--- src/rtl/sys_defs.sv ---
// Shared bus/arbiter definitions for the memory bus arbiter slice.
package sys_defs;

  localparam int XLEN = 32;

  localparam logic [1:0] BUS_NONE  = 2'd0;
  localparam logic [1:0] BUS_LOAD  = 2'd1;
  localparam logic [1:0] BUS_STORE = 2'd2;

  localparam logic ARB_OWNER_I = 1'b0;
  localparam logic ARB_OWNER_D = 1'b1;

  typedef enum logic {
    DCACHE_PRI   = 1'b0,
    ICACHE_BOOST = 1'b1
  } arb_state_e;

  typedef struct packed {
    logic valid;
    logic owner;
    logic stale;
  } tag_entry_t;

endpackage

--- src/rtl/mem_tag_table.sv ---
// Outstanding memory tag table: owner/valid/stale per tag.
// Free is applied before allocate, so a same-cycle reuse keeps the new owner.
module mem_tag_table
  import sys_defs::*;
#(
  parameter int TAG_W = 4
) (
  input  logic             clock,
  input  logic             reset,
  input  logic             alloc_en,
  input  logic [TAG_W-1:0] alloc_tag,
  input  logic             alloc_owner,
  input  logic             free_en,
  input  logic [TAG_W-1:0] ret_tag,
  input  logic             flush,
  output logic             ret_valid,
  output logic             ret_owner,
  output logic             ret_stale
);

  localparam int N = 1 << TAG_W;

  tag_entry_t tbl_q [N];
  tag_entry_t tbl_d [N];

  always_comb begin
    for (int i = 0; i < N; i++) begin
      tbl_d[i] = tbl_q[i];
      if (flush && tbl_q[i].valid &&
          tbl_q[i].owner == ARB_OWNER_I)
        tbl_d[i].stale = 1'b1;
    end
    if (free_en)
      tbl_d[ret_tag] = '0;
    if (alloc_en) begin
      tbl_d[alloc_tag].valid = 1'b1;
      tbl_d[alloc_tag].owner = alloc_owner;
      tbl_d[alloc_tag].stale = 1'b0;
    end
  end

  always_ff @(posedge clock or posedge reset) begin
    if (reset) begin
      for (int i = 0; i < N; i++)
        tbl_q[i] <= '0;
    end else begin
      for (int i = 0; i < N; i++)
        tbl_q[i] <= tbl_d[i];
    end
  end

  assign ret_valid = tbl_q[ret_tag].valid;
  assign ret_owner = tbl_q[ret_tag].owner;
  assign ret_stale = tbl_q[ret_tag].stale;

endmodule

--- src/rtl/mem_bus_arbiter.sv ---
// icache/dcache memory bus arbiter with tag-based return routing.
// Define ARB_STARVE_GUARD_EN to enable the icache starvation boost.
module mem_bus_arbiter
  import sys_defs::*;
#(
  parameter int STARVE_LIMIT = 8,
  parameter int TAG_W        = 4
) (
  input  logic             clock,
  input  logic             reset,
  input  logic [1:0]       icache_command,
  input  logic [XLEN-1:0]  icache_addr,
  input  logic             icache_flush,
  input  logic [1:0]       dcache_command,
  input  logic [XLEN-1:0]  dcache_addr,
  input  logic [63:0]      dcache_data,
  input  logic [TAG_W-1:0] mem2proc_response,
  input  logic [63:0]      mem2proc_data,
  input  logic [TAG_W-1:0] mem2proc_tag,
  output logic [1:0]       proc2mem_command,
  output logic [XLEN-1:0]  proc2mem_addr,
  output logic [63:0]      proc2mem_data,
  output logic [TAG_W-1:0] icache_response,
  output logic [TAG_W-1:0] dcache_response,
  output logic [TAG_W-1:0] icache_tag,
  output logic [TAG_W-1:0] dcache_tag,
  output logic [63:0]      mem_data_out,
  output logic             grant_dcache
);

  logic            i_pend, d_pend;
  logic            grant_i, grant_d;
  logic [1:0]      cmd_w;
  logic [XLEN-1:0] addr_w;

  assign i_pend = icache_command != BUS_NONE;
  assign d_pend = dcache_command != BUS_NONE;

`ifdef ARB_STARVE_GUARD_EN
  localparam int CNT_W = $clog2(STARVE_LIMIT + 1);
  localparam logic [CNT_W-1:0] CNT_TRIP =
    CNT_W'(STARVE_LIMIT - 1);

  arb_state_e       state_q, state_d;
  logic [CNT_W-1:0] starve_q, starve_d;
  logic             i_denied;

  assign grant_i = (state_q == ICACHE_BOOST) ?
                   i_pend : (i_pend && !d_pend);
  assign i_denied = i_pend && !grant_i;

  always_comb begin
    starve_d = '0;
    if (i_denied)
      starve_d = (&starve_q) ? starve_q : starve_q + 1'b1;
    state_d = DCACHE_PRI;
    if (state_q == DCACHE_PRI && i_denied &&
        starve_q == CNT_TRIP)
      state_d = ICACHE_BOOST;
  end

  always_ff @(posedge clock or posedge reset) begin
    if (reset) begin
      state_q  <= DCACHE_PRI;
      starve_q <= '0;
    end else begin
      state_q  <= state_d;
      starve_q <= starve_d;
    end
  end
`else
  assign grant_i = i_pend && !d_pend;
`endif

  assign grant_d = d_pend && !grant_i;

  always_comb begin
    cmd_w  = BUS_NONE;
    addr_w = '0;
    if (grant_d) begin
      cmd_w  = dcache_command;
      addr_w = dcache_addr;
    end else if (grant_i) begin
      cmd_w  = icache_command;
      addr_w = icache_addr;
    end
  end

  logic alloc_en, free_en, flush;
  logic ret_valid, ret_owner, ret_stale, ret_hit;

  assign alloc_en = !reset && (mem2proc_response != '0) &&
                    cmd_w == BUS_LOAD;
  assign ret_hit  = (mem2proc_tag != '0) && ret_valid;
  assign free_en  = !reset && ret_hit;
  assign flush    = !reset && icache_flush;

  mem_tag_table #(
    .TAG_W(TAG_W)
  ) u_tag_table (
    .clock      (clock),
    .reset      (reset),
    .alloc_en   (alloc_en),
    .alloc_tag  (mem2proc_response),
    .alloc_owner(grant_d ? ARB_OWNER_D : ARB_OWNER_I),
    .free_en    (free_en),
    .ret_tag    (mem2proc_tag),
    .flush      (flush),
    .ret_valid  (ret_valid),
    .ret_owner  (ret_owner),
    .ret_stale  (ret_stale)
  );

  always_comb begin
    proc2mem_command = reset ? BUS_NONE : cmd_w;
    proc2mem_addr    = reset ? '0 : addr_w;
    icache_response  = (!reset && grant_i) ? mem2proc_response : '0;
    dcache_response  = (!reset && grant_d) ? mem2proc_response : '0;
    grant_dcache     = !reset && grant_d;
    icache_tag       = '0;
    dcache_tag       = '0;
    if (free_en) begin
      if (ret_owner == ARB_OWNER_D)
        dcache_tag = mem2proc_tag;
      else if (!ret_stale)
        icache_tag = mem2proc_tag;
    end
  end

  assign proc2mem_data = dcache_data;
  assign mem_data_out  = mem2proc_data;

endmodule

--- config.mk ---
export PLATFORM = sky130hd
export DESIGN_NAME = mem_bus_arbiter
export DESIGN_NICKNAME = d
export VERILOG_FILES = /design/src/rtl/sys_defs.sv /design/src/rtl/mem_tag_table.sv /design/src/rtl/mem_bus_arbiter.sv
export SDC_FILE = /design/constraint.sdc
export NUM_CORES = 1
export LEC_CHECK = 0
export ABC_AREA = 1
export CAP_MARGIN = 10
export CORE_AREA = 4 4 146 148
export CTS_BUF_LIST = sky130_fd_sc_hd__clkbuf_2
export DETAILED_ROUTE_END_ITERATION = 10
export DIE_AREA = 0 0 150 152
export PLACE_DENSITY = 0.69
export SYNTH_ARGS = -nofsm -noshare
export SYNTH_HDL_FRONTEND = slang
export SYNTH_SLANG_ARGS = --single-unit
--- constraint.sdc ---
create_clock -name clock -period 5.7 [get_ports clock]
set_input_delay 0.57 -clock clock [delete_from_list [all_inputs] [get_ports clock]]
set_output_delay 0.57 -clock clock [all_outputs]
set_load 0.02 [all_outputs]
==> impl_metrics.yaml, run 1 <==
clock_tree:
  cts_buffer_depth: 2
  tritoncts: "built"
  cts_resized: 0
  clk_pin_slew_worst_paths_ns: 0.20
  post_cts_buffers: 0
  cts_htree_levels: 2
  cts.sinks: 48
  clock_latency_ns: 0.45
  cts_buffers: 5
  cts-root-buf: "clkbuf_2"
  hold_buffers: 0
final_layout:
  largest_reg_flops: 48
  n_antenna_cell: 0
  reg.largest.list: "u_tag_table.tbl_q (48)"
  nets: 902
  max_flop_register: "u_tag_table.tbl_q"
  layout_common_cells: "nand2_1 (218), clkdlybuf4s50_1 (129), inv_1 (107)"
  final_cells: 966
  drive_above_1_share_pct: 5.172
  final_common_cell: "nand2_1"
  syn_to_final_growth_pct: 14.95
  design_area_sq_um: 5089
synthesis:
  synth_compound_area_share_pct: 8.366
  synth_seq_cells: 48
  synthMuxAreaShare_pct: 0
  yosys.area_share.simple_pct: 31.09
  synth_top_flop_cell: "dfrtp_1"
  yosysSeqAreaShare_pct: 27.13
  synth.cell_area_sq_um: 4427
  synthXorXnorAreaFrac_pct: 0
  synth_top_family_by_area: "buffers and inverters"
  ys_types: 22
  synth_fa_ha_area_share_pct: 0
  synthCells: 698
  syn_nets: 905
  yosysWarnings: 0
  synth-edff-count: 0
  syn_area_per_cell_sq_um: 6.342
  async_flop_share_pct: 100.0
grt:
  grt_pass1_wl_mm: 22.61
  antenna_found_initial: 0
  grt_max_degree: 54
  overflow: 0
  grt_pass1_vias: 3775
  grt_usage_pct: 12.75
sta:
  fmax_mhz: 249.1
  final_hold_viol_count: 0
  drv_slew: 0
  fin_worst_skew_ns: 0.05101
  holdWs_ns: 0.4556
  finalCritPeriodShare_pct: 70.42
  worstMarginPinSlew_ns: 0.7181
  fin_tns_setup_ns: 0
  rsz0062_at_grt: "false"
  fin_crit_ns: 4.014
  setup_violations: 0
  slew_headroom_pct: 52.08
floorplanning:
  die-height_um: 152
  die_w_um: 150
  floorplan.initialDensity_pct: 22.09
  io_pins: 386
  die-area_sq_um: 22800
  core_area_sq_um: 20040
  num_rows: 52
worst_setup_path:
  crit_type: "input port to output port"
  worst_ep_required_time_ns: 5.13
  r2r_start: "u_tag_table.tbl_q[26]"
  crit_cells: 12
  path_cells: "clkdlybuf4s50_1, inv_2, nand2_1, inv_1, nand2_1, nand4_1, nand2_1, nand2_1, nor2_2, nand2_1, nor2_1, clkdlybuf4s50_1"
  slowest_delay_ns: 0.89
  start_kind: "input port"
  critPathCaptureType: "output port"
  r2r_setup_slack_ns: 4.14
  slowest_stage: "clkdlybuf4s50_1"
  path_common_cell: "nand2_1"
  worstPathArrival_ns: 3.44
  crit_family: "buffers and inverters"
  rr_worst_depth: 11
  critPathBufInv: 4
  r2r-end: "u_tag_table.tbl_q[4]"
  crit_fanout: 13
drt:
  drt-wirelength-per-cell_um: 15.67
  firstDrtPassIters: 4
  drtAntennaViolNets: 0
  vias: 3978
  drtIter0Drc: 243
  drcViolationCount: 0
  vias_per_cell: 4.118
  wl_mm: 15.14
power_and_ir_drop:
  total_power_w: 0.001065
  p_leak_nw: 2.602
  ir_drop_mv: 0.07949
  powerDensity_nw_per_um2: 209.2
min_path:
  min-delay-start: "u_tag_table.tbl_q[47]"
  min_path_cells: 0
  holdPathEnd: "u_tag_table.tbl_q[47]"
  hp-class: "register to register"
placement:
  placed_area_sq_um: 5030
  gp_congestion: 0.9220
  dp.final_hpwl_mm: 12.89
  dp_cells: 957
  io_buffers: 129
flow_run:
  drv_cap: 0
status:
  status: "finished, final reports clean"
[through the flow]
stage | worst slack [ns] | utilization (%)
after detailed placement | 1.669 | 25.10
after global placement | 1.824 | 25.10
after global routing | 1.325 | 25.39
after floorplan | 2.260 | -
final | 1.686 | 25.39
after CTS | 1.665 | 25.32
[logic make-up (layout without fill, tap and decap cells)]
family                 Yosys count  in the layout
AOI/OAI and AO/OA               70             70
buffers and inverters          257            255
DFF                             48             48
and+or+nand+nor                323            323
[worst reg2reg max path, stage by stage, from the launching register on]
cell,delay [ns]
dfrtp_1,0.48
nand2_1,0.08
nand2_1,0.10
nand2_1,0.05
nand2_1,0.08
nand2_1,0.04
nand2_1,0.07
inv_2,0.04
nand2_4,0.20
nand3_1,0.19
nand2_1,0.10
nand2_1,0.05
[layer usage]
metal  vias to the layer above  routed length [um]  GRT usage, %
li1                       1968                   -             -
met5                         -                   0             0
met4                         0                 264         3.050
met1                      1773                5494         13.92
met2                       222                7624         22.49
met3                        15                1756         5.719
[cell type report]
cell class,count,area (sq um)
fillers,2325,14950
multi-input cells,393,1749
repair buffers,133,1329
flip-flops and latches,48,1201
inverters,114,427.9
well taps,270,337.8
clock buffers,7,35.03
clock inverters,1,8.758
[power by group]
part | switching [W] | internal (W) | total (W)
Clock | 0.000114 | 0.0000349 | 0.000148
Sequential | 0.0000635 | 0.000427 | 0.000490
Combinational | 0.000241 | 0.000184 | 0.000426
Total | 0.000419 | 0.000646 | 0.00106
[Yosys cell counts, types with 6 or more instances]
master    instances  area share [%]
clkbuf_1         10            0.85
nor3b_1           8             1.4
nand2_1         218              18
nand3_1          34             3.8
inv_1           108             9.2
inv_2             6            0.51
buf_4           129              22
nand3_2           6             1.4
o21ai_0          59             6.7
dfrtp_1          48              27
nor2_1           44             3.7
[worst max-delay path by stage]
stage,startpoint,endpoint,slack [ns]
finish,mem2proc_tag[0],icache_tag[1],1.69
global route,mem2proc_tag[0],icache_tag[1],1.33
CTS,mem2proc_tag[0],icache_tag[1],1.67
detailed placement,mem2proc_tag[0],icache_tag[1],1.67
global placement,mem2proc_tag[0],icache_tag[1],1.82
floorplan,reset,proc2mem_addr[25],2.26
Note: power is estimated with default switching activity, not from simulation.
==> run 2: changes to the inputs <==
--- a/config.mk
+++ b/config.mk
@@ -11,7 +11,7 @@
 export CTS_BUF_LIST = sky130_fd_sc_hd__clkbuf_2
 export DETAILED_ROUTE_END_ITERATION = 10
 export DIE_AREA = 0 0 150 152
-export PLACE_DENSITY = 0.69
+export PLACE_DENSITY = 0.71
 export SYNTH_ARGS = -nofsm -noshare
 export SYNTH_HDL_FRONTEND = slang
 export SYNTH_SLANG_ARGS = --single-unit
==> constraint.sdc (replaced) <==
create_clock -name clock -period 3.25 [get_ports clock]
set_input_delay 0.325 -clock clock [delete_from_list [all_inputs] [get_ports clock]]
set_output_delay 0.325 -clock clock [all_outputs]
set_load 0.02 [all_outputs]
==> run 2 against run 1 <==
Design area increased by 1.5%. Worst setup slack got worse by 1.4 ns. Largest power group unchanged. Critical path depth decreased by 1.
==> impl_metrics.yaml, run 2 (synthesis results as in run 1) <==
flow_run:
  drv_cap: 0
sta:
  fin_tns_setup_ns: 0
  rsz0062_at_grt: "false"
  worstMarginPinSlew_ns: 0.7063
  fin_ws_ns: 0.2575
  final_hold_viol_count: 0
  holdWs_ns: 0.4360
  fin_crit_ns: 2.992
  slew_headroom_pct: 52.74
  fin_worst_skew_ns: 0.03485
  fmax_mhz: 334.2
  setup_violations: 0
  drv_slew: 0
  finalCritPeriodShare_pct: 92.08
placement:
  dp.final_hpwl_mm: 13.29
  dpl_worst_slack_ns: 0.1618
  dp_cells: 968
  gp_congestion: 0.8963
  io_buffers: 129
power_and_ir_drop:
  pwr-share-clk_pct: 12.9
  powerDensity_nw_per_um2: 362.8
  p_int_w: 0.001136
  swShare_pct: 39.37
  combinationalPowerShare_pct: 41.0
  p_leak_nw: 2.657
  seq_power_share_pct: 46.1
  ir_drop_mv: 0.1705
  power_switching_w: 0.0007379
clock_tree:
  cts_buffers: 5
  cts_htree_levels: 2
  cts-root-buf: "clkbuf_2"
  tritoncts: "built"
  clock_latency_ns: 0.43
  hold_buffers: 0
  cts.sinks: 48
  cts_resized: 0
  cts_buffer_depth: 2
  clk_pin_slew_worst_paths_ns: 0.20
  post_cts_buffers: 0
drt:
  drtAntennaViolNets: 0
  vias: 4032
  drt-wirelength-per-cell_um: 15.85
  top_layer_used: "met4"
  vias_per_cell: 4.131
  wl_met3_mm: 1.695
  drtIter0Drc: 164
  firstDrtPassIters: 5
  wl_met2_mm: 7.730
  wl_mm: 15.47
  drcViolationCount: 0
  drt-met1-wl_mm: 5.720
floorplanning:
  floorplan.initialDensity_pct: 22.09
  die-area_sq_um: 22800
  die_w_um: 150
  io_pins: 386
  die-height_um: 152
  core_area_sq_um: 20040
  num_rows: 52
final_layout:
  layout_common_cells: "nand2_1 (217), clkdlybuf4s50_1 (126), inv_1 (107)"
  final_cells: 976
  syn_to_final_growth_pct: 16.70
  reg.largest.list: "u_tag_table.tbl_q (48)"
  nets: 912
  largest_reg_flops: 48
  drive_above_1_share_pct: 6.799
  final_common_cell: "nand2_1"
  max_flop_register: "u_tag_table.tbl_q"
  n_antenna_cell: 0
worst_setup_path:
  critPathCaptureType: "output port"
  worstPathArrival_ns: 2.67
  crit_type: "input port to output port"
  crit_fanout: 10
  worst_ep_required_time_ns: 2.92
  start_kind: "input port"
grt:
  grt_pass1_vias: 3884
  grt_usage_pct: 12.95
  grt_max_degree: 54
  overflow: 0
  antenna_found_initial: 0
  grt_pass1_wl_mm: 22.55
min_path:
  hp-class: "register to register"
status:
  status: "finished, final reports clean"
## run 2: area by class of cell
cell class	instances	area [sq um]
multi-input combinational	393	1752
inverter	114	427.9
tap	270	337.8
fill	2316	14870
clock inverter	2	11.26
timing repair buffer	143	1406
sequential	48	1201
clock buffer	6	30.03
## run 2: final timing paths
check                                            from                     to  slack [ns]  cells after the start
max in group asynchronous                       reset  u_tag_table.tbl_q[10]        2.13                      3
worst max-delay path                  mem2proc_tag[0]          icache_tag[0]        0.26                     11
min in group asynchronous                       reset  u_tag_table.tbl_q[40]        0.65                      3
worst min-delay path            u_tag_table.tbl_q[47]  u_tag_table.tbl_q[47]        0.44                      0
worst min register to register  u_tag_table.tbl_q[47]  u_tag_table.tbl_q[47]        0.44                      0
worst max register to register  u_tag_table.tbl_q[41]  u_tag_table.tbl_q[16]        1.66                     12
## run 2: critical path, cell delays in order
cell and delay [ns]:
clkdlybuf4s50_1 0.53, buf_4 0.21, nor2_4 0.09, nand2_1 0.08
o21ai_0 0.09, o21ai_0 0.17, nand2_1 0.08, nor2_2 0.20
nand2_1 0.14, nor2_1 0.12, clkdlybuf4s50_1 0.62
## run 2: metal layers
layer	track usage, %	up-vias
met2	23.11	240
met3	4.975	18
met4	3.486	0
met5	0.4348	-
li1	-	1992
met1	14.21	1782
## run 2: power groups by stage
stage / Sequential, W / Clock (W) / Combinational, W
after floorplan: 0.000824 / 0 / 0.000703
after global placement: 0.000872 / 0 / 0.000764
after detailed placement: 0.000872 / 0 / 0.000775
after CTS: 0.000860 / 0.000252 / 0.000777
after global routing: 0.000879 / 0.000272 / 0.000869
final: 0.000863 / 0.000243 / 0.000768
## run 2: through the flow
stage	cell area, sq um	utilization [%]	power, W
5_1_grt	5166	25.78	0.002020
3_5_place_dp	5120	25.55	0.001647
2_1_floorplan	4427	-	0.001527
6_report	5166	25.78	0.001874
3_3_place_gp	5120	25.55	0.001636
4_1_cts	5161	25.76	0.001889
==> run 3: changes to the inputs <==
--- a/config.mk
+++ b/config.mk
@@ -9,6 +9,7 @@
 export CAP_MARGIN = 10
 export CORE_AREA = 4 4 146 148
 export CTS_BUF_LIST = sky130_fd_sc_hd__clkbuf_2
+export CTS_CLUSTER_SIZE = 12
 export DETAILED_ROUTE_END_ITERATION = 10
 export DIE_AREA = 0 0 150 152
 export PLACE_DENSITY = 0.71
==> results of run 3 <==
Final layout, timing and power as in run 2 (identical DEF).
